### src/rtl/rr_mux_arbiter_pkg.sv
// ============================================================================
// Module      : rr_arb_pkg
// Description : Shared state encoding and default sizes for rr_mux_arbiter.
// Revision    : 1.0 - initial release
// ============================================================================
`default_nettype none

package rr_arb_pkg;

  localparam int N_REQ_DEF    = 4;
  localparam int MAX_HOLD_DEF = 15;

  typedef enum logic [1:0] {
    IDLE    = 2'd0,
    GRANT   = 2'd1,
    RELEASE = 2'd2
  } arb_state_e;

endpackage

`default_nettype wire

### src/rtl/rr_mux_arbiter_if.sv
// ============================================================================
// Module      : rr_mux_arbiter_if
// Description : Request/grant bundle between requesters and the mux arbiter.
// Revision    : 1.0 - initial release
// ============================================================================
`default_nettype none

interface rr_mux_arbiter_if
  import rr_arb_pkg::*;
#(
  parameter int N_REQ = N_REQ_DEF,
  parameter int SEL_W = $clog2(N_REQ_DEF)
);

  logic [N_REQ-1:0] req;
  logic [N_REQ-1:0] done;
  logic [N_REQ-1:0] gnt;
  logic [SEL_W-1:0] sel;
  logic             busy;
  logic             timeout_pulse;

  modport master (
    input  req, done,
    output gnt, sel, busy, timeout_pulse
  );

  modport slave (
    output req, done,
    input  gnt, sel, busy, timeout_pulse
  );

endinterface

`default_nettype wire

### src/rtl/rr_priority_pick.sv
// ============================================================================
// Module      : rr_priority_pick
// Description : Combinational round-robin pick: first set req bit at or after
//               ptr, wrapping from N_REQ-1 to 0 (rotate, encode, un-rotate).
// Revision    : 1.0 - initial release
// ============================================================================
`default_nettype none

module rr_priority_pick #(
  parameter int N_REQ = 4,
  parameter int SEL_W = 2
) (
  input  wire logic [N_REQ-1:0] req,
  input  wire logic [SEL_W-1:0] ptr,
  output logic                  valid,
  output logic [SEL_W-1:0]      win
);

  logic [N_REQ-1:0] w_rot;

  // Bit i of w_rot is requester (ptr + i) mod N_REQ.
  always_comb begin
    int w_idx;
    w_rot = '0;
    w_idx = 0;
    for (int i = 0; i < N_REQ; i++) begin
      w_idx = i + int'(ptr);
      if (w_idx >= N_REQ) w_idx = w_idx - N_REQ;
      w_rot[i] = req[w_idx];
    end
  end

  always_comb begin
    int  w_sum;
    logic w_found;
    valid   = |req;
    win     = '0;
    w_sum   = 0;
    w_found = 1'b0;
    for (int i = 0; i < N_REQ; i++) begin
      if (!w_found && w_rot[i]) begin
        w_found = 1'b1;
        w_sum   = i + int'(ptr);
        if (w_sum >= N_REQ) w_sum = w_sum - N_REQ;
        win     = SEL_W'(w_sum);
      end
    end
  end

endmodule

`default_nettype wire

### src/rtl/rr_mux_arbiter.sv
// ============================================================================
// Module      : rr_mux_arbiter
// Description : Round-robin arbiter driving the select of a shared N:1 mux.
//               Optional grant-length limit enabled by RR_ARB_TIMEOUT_EN.
// Revision    : 1.0 - initial release
// ============================================================================
`default_nettype none

module rr_mux_arbiter
  import rr_arb_pkg::*;
#(
  parameter int N_REQ    = N_REQ_DEF,
  parameter int SEL_W    = $clog2(N_REQ_DEF),
  parameter int MAX_HOLD = MAX_HOLD_DEF
) (
  input wire logic          clk,
  input wire logic          rst_n,
  rr_mux_arbiter_if.master  bus
);

  localparam logic [N_REQ-1:0] c_one = N_REQ'(1);

  arb_state_e       r_state, w_state_nxt;
  logic [N_REQ-1:0] r_gnt, w_gnt_nxt;
  logic [SEL_W-1:0] r_sel, w_sel_nxt;
  logic [SEL_W-1:0] r_ptr, w_ptr_nxt;
  logic             r_busy, w_busy_nxt;
  logic             w_valid;
  logic [SEL_W-1:0] w_win;
  logic             w_rel;
  logic             w_force;

  rr_priority_pick #(
    .N_REQ (N_REQ),
    .SEL_W (SEL_W)
  ) u_pick (
    .req   (bus.req),
    .ptr   (r_ptr),
    .valid (w_valid),
    .win   (w_win)
  );

  // Only the current owner's done/req can end a grant.
  assign w_rel = bus.done[r_sel] | ~bus.req[r_sel];

`ifdef RR_ARB_TIMEOUT_EN
  localparam int c_hold_w = (MAX_HOLD > 1) ? $clog2(MAX_HOLD) : 1;

  logic [c_hold_w-1:0] r_hold_cnt, w_hold_nxt;
  logic                r_tp, w_tp_nxt;

  assign w_force = (r_hold_cnt == c_hold_w'(MAX_HOLD - 1));

  always_comb begin
    w_hold_nxt = r_hold_cnt;
    w_tp_nxt   = 1'b0;
    if (r_state == IDLE) begin
      w_hold_nxt = '0;
    end else if (r_state == GRANT) begin
      w_hold_nxt = r_hold_cnt + c_hold_w'(1);
      w_tp_nxt   = w_force & ~w_rel;
    end
  end

  always_ff @(posedge clk or negedge rst_n) begin
    if (!rst_n) begin
      r_hold_cnt <= '0;
      r_tp       <= 1'b0;
    end else begin
      r_hold_cnt <= w_hold_nxt;
      r_tp       <= w_tp_nxt;
    end
  end

  assign bus.timeout_pulse = r_tp;
`else
  assign w_force           = 1'b0;
  assign bus.timeout_pulse = 1'b0;
`endif

  always_comb begin
    w_state_nxt = r_state;
    w_gnt_nxt   = r_gnt;
    w_sel_nxt   = r_sel;
    w_ptr_nxt   = r_ptr;
    w_busy_nxt  = r_busy;
    case (r_state)
      IDLE: begin
        if (w_valid) begin
          w_gnt_nxt   = c_one << w_win;
          w_sel_nxt   = w_win;
          w_busy_nxt  = 1'b1;
          w_state_nxt = GRANT;
        end
      end
      GRANT: begin
        if (w_rel || w_force) begin
          w_gnt_nxt   = '0;
          w_busy_nxt  = 1'b0;
          w_ptr_nxt   = (r_sel == SEL_W'(N_REQ - 1)) ? '0 : r_sel + SEL_W'(1);
          w_state_nxt = RELEASE;
        end
      end
      // sel is left alone here so the downstream mux keeps a stable select.
      RELEASE: begin
        w_state_nxt = IDLE;
      end
      default: begin
        w_gnt_nxt   = '0;
        w_busy_nxt  = 1'b0;
        w_state_nxt = IDLE;
      end
    endcase
  end

  always_ff @(posedge clk or negedge rst_n) begin
    if (!rst_n) begin
      r_state <= IDLE;
      r_gnt   <= '0;
      r_sel   <= '0;
      r_ptr   <= '0;
      r_busy  <= 1'b0;
    end else begin
      r_state <= w_state_nxt;
      r_gnt   <= w_gnt_nxt;
      r_sel   <= w_sel_nxt;
      r_ptr   <= w_ptr_nxt;
      r_busy  <= w_busy_nxt;
    end
  end

  assign bus.gnt  = r_gnt;
  assign bus.sel  = r_sel;
  assign bus.busy = r_busy;

endmodule

`default_nettype wire

### src/flat_wrapper.sv
// flat-port wrapper written by rule: the top's interface ports become plain ports
module rr_mux_arbiter_flat import rr_arb_pkg::*;
#(
  parameter int N_REQ    = N_REQ_DEF,
  parameter int SEL_W    = $clog2(N_REQ_DEF),
  parameter int MAX_HOLD = MAX_HOLD_DEF
)
  (clk, rst_n, bus_req, bus_done, bus_gnt, bus_sel, bus_busy, bus_timeout_pulse);
  rr_mux_arbiter_if #(.N_REQ(N_REQ), .SEL_W(SEL_W)) bus_i ();
  input wire logic clk;
  input wire logic rst_n;
  input wire logic [$bits(bus_i.req)-1:0] bus_req;
  input wire logic [$bits(bus_i.done)-1:0] bus_done;
  output wire logic [$bits(bus_i.gnt)-1:0] bus_gnt;
  output wire logic [$bits(bus_i.sel)-1:0] bus_sel;
  output wire logic [$bits(bus_i.busy)-1:0] bus_busy;
  output wire logic [$bits(bus_i.timeout_pulse)-1:0] bus_timeout_pulse;
  assign bus_i.req = bus_req;
  assign bus_i.done = bus_done;
  assign bus_gnt = bus_i.gnt;
  assign bus_sel = bus_i.sel;
  assign bus_busy = bus_i.busy;
  assign bus_timeout_pulse = bus_i.timeout_pulse;
  rr_mux_arbiter #(.N_REQ(N_REQ), .SEL_W(SEL_W), .MAX_HOLD(MAX_HOLD)) u_core (.clk(clk), .rst_n(rst_n), .bus(bus_i));
endmodule
### config.mk
export PLATFORM = sky130hd
export DESIGN_NAME = rr_mux_arbiter_flat
export DESIGN_NICKNAME = d
export VERILOG_FILES = /design/src/rtl/rr_mux_arbiter_pkg.sv /design/src/rtl/rr_mux_arbiter_if.sv /design/src/rtl/rr_priority_pick.sv /design/src/rtl/rr_mux_arbiter.sv /design/src/flat_wrapper.sv
export SDC_FILE = /design/constraint.sdc
export NUM_CORES = 1
export LEC_CHECK = 0
export ABC_CLOCK_PERIOD_IN_PS = 1600
export CAP_MARGIN = 20
export CORE_MARGIN = 4
export CORE_UTILIZATION = 44
export CTS_CLUSTER_DIAMETER = 30
export DETAILED_ROUTE_END_ITERATION = 10
export PLACE_DENSITY_LB_ADDON = 0.12
export SETUP_SLACK_MARGIN = 0.15
export SLEW_MARGIN = 0
export SYNTH_ARGS = -nofsm -noshare
export SYNTH_HDL_FRONTEND = slang
export SYNTH_SLANG_ARGS = --single-unit
### constraint.sdc
create_clock -name clk -period 1.6 [get_ports clk]
set_input_delay 0.4 -clock clk [delete_from_list [all_inputs] [get_ports clk]]
set_output_delay 0.4 -clock clk [all_outputs]
set_load 0.005 [all_outputs]
# Yosys cells after proc, flatten, opt, wreduce, memory -nomap -nowiden
# Cells that the tools add are included.
[word_totals] register_bits=11 latchBits=0 mem_bits_rw=0 mem_bits_ro=0 inputBits=10 output_inout_bits=8 elab_cells=80 n_memories=0
[op_classes] add_sub_neg=8 mul=0 div_mod_pow=0 order_cmp=9 n_eq_ne=5 n_shift=1 mux=37 bitwise_logic=3 reduce_logical=12
[ops] op="32-bit by 4-bit < comparator with 1-bit output (second input constant)" n=4
[ops] op="32-bit two-way mux" n=4
[ops] op="1-bit two-way mux" n=15
[ops] op="2-bit two-way mux" n=7
[ops] op="1-bit binary-select mux with 2-bit select" n=6
[ops] op="4-bit case mux with 3 select lines" n=1
[ops] op="3-bit by 3-bit subtractor with 4-bit output (second input constant)" n=3
[ops] op="3-bit greater-or-equal comparator (second input constant)" n=3
[ops] op="4-bit two-way mux" n=2
[ops] op="2-bit by 2-bit adder with 3-bit output (first input constant)" n=2
[ops] op="2-bit AND reduction" n=3
[ops] op="2-bit equality test (second input constant)" n=2
[ops] op="2-bit case mux with 2 select lines" n=1
[ops] op="4-bit OR reduction" n=1
[ops] op="1-bit by 2-bit left shift with 4-bit output (first input constant)" n=1
[ops] op="2-bit by 3-bit subtractor with 4-bit output (second input constant)" n=1
[ops] op="1-bit by 2-bit adder with 3-bit output (first input constant)" n=1
[ops] op="2-bit by 3-bit greater-or-equal comparator with 1-bit output (second input constant)" n=1
[ops] op="1-bit logical AND" n=3
[ops] op="1-bit zero test" n=3
[ops] op="2-bit by 3-bit < comparator with 1-bit output (second input constant)" n=1
[ops] op="1-bit case mux with 3 select lines" n=1
[ops] op="3-bit AND reduction" n=1
[ops] op="2-bit by 1-bit adder with 2-bit output (second input constant)" n=1
[ops] op="other kinds (6)" n=7

# Longest topological paths before layout
# Gate-level depths: netlist (run 1).
[depth] word_depth=18 depth_mapped=4 ltp_nobuf=4

# Modules after synthesis
# From an unflattened synthesis (run 1), not the netlist that was laid out.
[unflattened] cells_unflattened=69 area_unflattened_um2=641.9
[by_module_without_submodules] mod="rr_mux_arbiter" instances=1 cells_per_inst=54 area_per_inst_um2=564.3 seq_area_each_um2=275.3
[by_module_without_submodules] mod="rr_priority_pick" instances=1 cells_per_inst=15 area_per_inst_um2=77.6 seq_area_each_um2=0.0

# Least setup slack after synthesis (run 1)
# Ideal clock, no wire load.
[synth_path] kind="register to register" start="register u_core.r_sel[0], in the netlist u_core.bus.sel[0]" end="register u_core.r_gnt[2], in the netlist u_core.bus.gnt[2]" setup_time_ns=0.122 arrival_ns=1.415 t_required_ns=1.478 slack_ns=0.063 stages_incl_launch_ff=5 path_buffers=0 synth_period_minus_slack_ns=1.537 path_cell_list="dfrtp_1 > and4b_1 > o41ai_2 > a21oi_2 > a32o_1"
[synth_via] elab_chain_len=6 elab_cells_between_ends=8 cone_classes="eq/ne: 1; mux: 4; bitwise: 2; reduce/logical: 1"
[synth_lines] item="start, declared" line="rr_mux_arbiter.sv:25" text="logic [SEL_W-1:0] r_sel, w_sel_nxt;"
[synth_lines] item="start signal, assigned" line="rr_mux_arbiter.sv:126" text="r_sel <= w_sel_nxt;"
[synth_lines] item="1-bit binary-select mux with 2-bit select" line="rr_mux_arbiter.sv:44" text="assign w_rel = bus.done[r_sel] | ~bus.req[r_sel];"
[synth_lines] item="1-bit two-way mux (implied by the code)" line="rr_mux_arbiter.sv:44"
[synth_lines] item="1-bit NOT" line="rr_mux_arbiter.sv:44"
[synth_lines] item="1-bit OR *" line="rr_mux_arbiter.sv:44"
[synth_lines] item="2-bit by 1-bit inequality test with 1-bit output (no source line) *"
[synth_lines] item="3-bit AND reduction (no source line) *"
[synth_lines] item="end signal, assigned" line="rr_mux_arbiter.sv:125" text="r_gnt <= w_gnt_nxt;"
[synth_lines] item="end, declared" line="rr_mux_arbiter.sv:24" text="logic [N_REQ-1:0] r_gnt, w_gnt_nxt;"
# Every way passes the cells marked *; elsewhere a longest branch is shown, timed or not. The select of a mux whose other input is x is not followed.
# A chain may end at the register's enable or synchronous reset.

# Final worst setup path (run 1)
[layout_path] start="register u_core.r_sel[1], in the netlist u_core.bus.sel[1]" end="register u_core.r_gnt[3], in the netlist u_core.bus.gnt[3]"
# Same word-level chain as after synthesis.

==> flow_summary_export.csv, run 1 <==
group,metric,value,unit
run_status,outcome,"complete, but fails checks",
run_status,violations,"negative setup slack",
drt,dr.pass1.iters,3,
setup_path,rr_endpoint,"u_core.bus.gnt[3]",
finish,syn_to_final_growth,65.6,%
finish,drive_gt1_share,46.7,%
pwr,ir_worst_vdd,0.00102,V
drt,antenna_left,0,
grt,grt_pass1_vias,576,
synthesis,synth_fa_ha_area_share,2.10,%
placement,gp_congestion,0.795,
synthesis,synth_compound_area_share,19.7,%
setup_path,regToRegStartpoint,"u_core.bus.sel[1]",
grt,grtUsageTotal,18.0,%
drt,top_layer,"met3",
setup_path,end_kind,"flop",
clock_tree,clk_pin_slew,0.08,ns
setup_path,crit_start,"u_core.bus.sel[1]",
sta,setup_ws,-0.0474,ns
floorplanning,rows,13,
synthesis,ys_seq_elements,11,
clock_tree,clock_tree.buffer_depth,2,
grt,grt_pass1_wl,2.68,mm
floorplanning,core-area,1280,um^2
synthesis,synth_cell_types,29,
floorplanning,fp.dieH,44.8,um
grt,antenna_found_initial,0,
floorplanning,die_w,44.8,um
setup_path,reg2reg_slack,-0.05,ns
sta,setup_tns,-0.137,ns
clock_tree,htree_levels,1,
clock_tree,hold_buffers,0,
placement,place_ws,-0.454,ns
drt,drc,0,
sta,fin_crit_sh,103,%
drt,vias_per_cell,5.08,
clock_tree,clk_latency,0.26,ns
clock_tree,cts_buffers,3,
synthesis,synth_top_family_by_area,"simple AND/OR/NAND/NOR gates",
finish,final_common_cell,"buf_4",
synthesis,synth.area.mux_share,7.34,%
setup_path,crit_required,1.76,ns
sta,fin_skew,0.0130,ns
setup_path,endpoint,"u_core.bus.gnt[3]",
sta,fmax,0.607,GHz
pwr,power.density_cell_area,1720,nW/um^2
placement,io_buffers,16,
synthesis,avgSynthCellArea,11.3,um^2
drt,drtIter0Drc,5,
sta,layout_min_cycle_time,1.65,ns
sta,maxSlewViolCount,0,
floorplanning,dieArea,2010,um^2
setup_path,crit_arrival,1.81,ns
setup_path,rr_worst_depth,5,
synthesis,syn_inst,53,
clock_tree,cts_sinks,11,
drt,drt-met1-wl,718,um
grt,grt_max_degree,12,
placement,hpwl,1.12,mm
finish,antenna_cells,0,
sta,finalSetupViolCount,4,
setup_path,crit_type,"flop to flop",
hold_path,worstHoldPathType,"primary input to async pin",
floorplanning,num_io_pins,18,
pwr,power.leakage,0.483,nW
synthesis,yosysSeqAreaShare,46.1,%
clock_tree,cts_root_buf,"clkbuf_4",
drt,wl_per_cell,14.8,um
flow_run,max_cap_violations,0,
setup_path,worst-path-max-fanout,4,
synthesis,netlist_area,597,um^2
setup_path,start_kind,"flop",
grt,gr-total-overflow,0,
drt,wirelength,1.55,mm
synthesis,synthesis.nets,64,
synthesis,yosysWarnings,0,
finish,fillers,88,
drt,wl_met2,776,um
clock_tree,cts_tree,"yes",
finish,nets,102,
floorplanning,initial_core_util,46.4,%
sta,final-hold-violation-count,0,
drt,vias,533,
sta,rsz0062_at_grt,"true",
synthesis,synth_xor_area_share,0,%
synthesis,synth-simple-area-share,21.0,%
drt,met3WireLength,55,um
finish,final_cell_mix,"buf_4 (15), dlygate4sd2_1 (14), dfrtp_1 (10)",
routing by layer:
layer | vias up | global-route usage, %
met1 | 251 | 24.3
met4 | 0 | 0
li1 | 273 | -
met5 | - | 0
met3 | 0 | 3.59
met2 | 9 | 31.8
state kept, by name (all words and copies together), names as in the netlist:
name	count
u_core.bus.sel	2
u_core.bus.busy	1
u_core.r_ptr	2
u_core.bus.gnt	4
u_core.r_state	2
synth_stat cells:
master     number  area, um^2
a211oi_1        1        7.51
a211oi_2        1        12.5
a21o_1          1        7.51
a21o_2          1        8.76
a21oi_2         1        8.76
a2bb2oi_1       1        8.76
a32o_1          2        20.0
and2_2          1        7.51
and4b_1         1        10.0
and4bb_2        1        12.5
and4bb_4        1        16.3
buf_4           1        7.51
conb_1          1        3.75
dfrtp_1        11         275
ha_1            1        12.5
inv_1           3        11.3
mux2_2          3        33.8
mux2i_1         1        10.0
nand2_1         3        11.3
nand2b_1        2        12.5
nand3_1         2        10.0
nor2_1          4        15.0
nor3b_1         1        7.51
nor4_1          1        6.26
nor4b_1         1        8.76
o21ai_0         2        10.0
o2bb2ai_1       2        17.5
o41ai_2         1        16.3
or2b_1          1        7.51
worst max-delay path, stage by stage, from the launching register on:
cell	delay (ns)
dfrtp_1	0.40
buf_6	0.13
and4b_2	0.24
o41ai_4	0.40
a21oi_2	0.14
a32o_1	0.23
power by group:
| group | internal (W) | switching (W) |
|---|---|---|
| sequential | 0.000416 | 0.000135 |
| clock | 0.0000961 | 0.0000888 |
| combinational | 0.000579 | 0.000387 |
| total | 0.00109 | 0.000611 |
metrics by stage:
| stage | hold WS (ns) | total power, W | utilization [%] | instances | instance area (um^2) |
|---|---|---|---|---|---|
| 2_1_floorplan | 0.104 | 0.000966 | - | 53 | 616 |
| 3_3_place_gp | 0.459 | 0.00140 | 69.4 | 97 | 892 |
| 3_5_place_dp | 0.478 | 0.00142 | 69.4 | 97 | 892 |
| 4_1_cts | 0.475 | 0.00167 | 75.4 | 105 | 968 |
| 5_1_grt | 0.476 | 0.00185 | 76.9 | 105 | 988 |
| 6_report | 0.456 | 0.00170 | 76.9 | 105 | 988 |
worst min path at each step:
stage	end
after CTS	u_core.bus.busy
after global placement	u_core.bus.busy
after floorplan	u_core.bus.busy
after global routing	u_core.bus.busy
after detailed placement	u_core.bus.busy
final	u_core.bus.busy
kinds of logic after synthesis:
group | after synthesis
AND/OR/NAND/NOR | 19
AO/OA/AOI/OAI | 13
flip-flops | 11
buffers and inverters | 4
multiplexers | 4
adder cells (fa/ha/maj) | 1
other | 1
final cells by class:
class	instances	area (um^2)	area share, %
Tap cell	15	18.8	1.90
Clock buffer	4	26.3	2.66
Multi-Input combinational cell	38	372	37.6
Sequential cell	11	277	28.0
Inverter	3	11.3	1.14
Timing Repair Buffer	34	284	28.7
timing repair:
item,CTS,global route
resized for setup,26,5
setup buffers,4,0
pin swaps,15,5
setup endpoints to repair,18,12
(Power assumes the default switching activity.)
==> run 2, diff against run 1 <==
Settings changed: TNS_END_PERCENT set to 50.
==> run 2 against run 1 <==
  * The flow still finishes with violations (negative setup slack)
  * Setup slack gained 0.0049 ns
  * Sequential power shrank 2%
  * Cell count is the same
  * Die area is the same
  * Clock power is essentially flat
==> flow_summary_export.csv, run 2 (same netlist as run 1, synthesis figures left out) <==
group,metric,value,unit
run_status,outcome,"complete, but fails checks",
run_status,violations,"negative setup slack",
finish,finish.utilization,74.8,%
drt,wirelength,1.50,mm
drt,drtIter0Drc,5,
floorplanning,num_io_pins,18,
finish,nets,102,
floorplanning,die_w,44.8,um
floorplanning,core-area,1280,um^2
sta,fin_skew,0.0115,ns
sta,final-hold-violation-count,0,
sta,fmax,0.609,GHz
sta,finalSetupViolCount,4,
drt,wl_per_cell,14.3,um
clock_tree,htree_levels,1,
pwr,power.leakage,0.470,nW
sta,rsz0062_at_grt,"true",
floorplanning,initial_core_util,46.4,%
clock_tree,clk_pin_slew,0.07,ns
setup_path,end_kind,"flop",
finish,final_cell_mix,"buf_4 (16), dlygate4sd2_1 (13), dfrtp_1 (10)",
clock_tree,hold_buffers,0,
grt,antenna_found_initial,0,
grt,grtUsageTotal,17.8,%
clock_tree,cts_tree,"yes",
floorplanning,rows,13,
flow_run,max_cap_violations,0,
placement,io_buffers,16,
setup_path,worst-path-max-fanout,4,
grt,grt_pass1_vias,574,
finish,drive_gt1_share,44.4,%
drt,drc,0,
setup_path,crit_type,"flop to flop",
placement,gp_congestion,0.795,
clock_tree,clk_latency,0.26,ns
floorplanning,fp.dieH,44.8,um
clock_tree,clock_tree.buffer_depth,2,
grt,grt_max_degree,12,
setup_path,crit_required,1.76,ns
finish,antenna_cells,0,
grt,gr-total-overflow,0,
finish,largest_reg_flops,4,
drt,antenna_left,0,
finish,final_common_cell,"buf_4",
sta,setup_ws,-0.0425,ns
setup_path,start_kind,"flop",
pwr,ir_worst_vdd,0.00100,V
hold_path,worstHoldPathType,"primary input to async pin",
floorplanning,dieArea,2010,um^2
finish,fin_area,961,um^2
placement,hpwl,1.12,mm
finish,syn_to_final_growth,61.0,%
placement,place_area,892,um^2
clock_tree,cts_root_buf,"clkbuf_4",
clock_tree,cts_buffers,3,
sta,maxSlewViolCount,0,
grt,grt_pass1_wl,2.65,mm
sta,layout_min_cycle_time,1.64,ns
drt,vias_per_cell,5.10,
clock_tree,cts_sinks,11,
sta,fin_crit_sh,103,%
setup_path,crit_arrival,1.80,ns
drt,dr.pass1.iters,4,
drt,vias,535,
pwr,power.density_cell_area,1730,nW/um^2
-- run 2: cell count changes in the layout (fill, tap and decap cells not counted) --
cell,change
a211oi_2,+1
nor3b_1,+1
nand2b_4,-1
a211oi_4,-1
clkdlybuf4s50_1,+1
nor2_4,-1
nand2b_1,+1
buf_6,-1
buf_4,+1
nor2_2,+1
nor3b_2,-1
dlygate4sd2_1,-1
-- run 2: where the power goes --
part / internal, W / total, W / switching (W)
logic: 0.000562 / 0.000940 / 0.000378
clock network: 0.0000961 / 0.000183 / 0.0000871
registers: 0.000417 / 0.000541 / 0.000124
-- run 2: layout make-up --
| class | instances | area (um^2) |
|---|---|---|
| sequential | 11 | 277 |
| inverter | 3 | 11.3 |
| clock buffer | 4 | 26.3 |
| multi-input combinational | 38 | 347 |
| timing repair buffer | 34 | 282 |
| fill | 97 | 324 |
| tap | 15 | 18.8 |
-- run 2: worst max-delay path: stages (launching register included) --
cell     delay [ns]
dfrtp_1        0.40
buf_6          0.13
and4b_2        0.24
o41ai_4        0.39
a21oi_2        0.14
a32o_1         0.23
-- run 2: final timing paths --
| check | from | to | slack, ns | depth (start not counted) |
|---|---|---|---|---|
| worst max-delay path | u_core.bus.sel[1] | u_core.bus.gnt[3] | -0.04 | 5 |
| worst min-delay path | rst_n | u_core.bus.busy | 0.46 | 1 |
| worst max register to register | u_core.bus.sel[1] | u_core.bus.gnt[3] | -0.04 | 5 |
| worst min register to register | u_core.bus.busy | u_core.bus.busy | 0.48 | 1 |
| max in group asynchronous | rst_n | u_core.bus.sel[0] | 0.78 | 1 |
| min in group clk | u_core.bus.busy | u_core.bus.busy | 0.48 | 1 |
-- run 2: metal layers --
layer	track usage, %	wire length, um	vias up
met5	0	0	-
met4	0	0	0
li1	-	-	273
met3	3.59	59	0
met2	31.2	748	11
met1	24.1	694	251
-- run 2: per-stage QoR --
stage	hold WS [ns]	setup TNS, ns	cells	power (W)	worst slack (ns)
3_3_place_gp	0.459	-3.64	97	0.00140	-0.430
2_1_floorplan	0.104	0	53	0.000966	0.0774
6_report	0.463	-0.126	105	0.00166	-0.0425
5_1_grt	0.476	-0.513	105	0.00182	-0.102
3_5_place_dp	0.478	-3.85	97	0.00142	-0.454
4_1_cts	0.475	-0.132	105	0.00167	-0.0429
-- run 2: timing repair --
action	CTS	global route
resized for setup	24	1
pin swaps	15	3
setup endpoints to repair	18	13
endpoints found under the hold margin	0	0
buffers inserted	4	0
==> run 3, diff against run 2 <==
Settings changed: CTS_CLUSTER_DIAMETER 30 to 50.
==> results of run 3 <==
No change in the layout: final DEF, timing and power equal those of run 2.
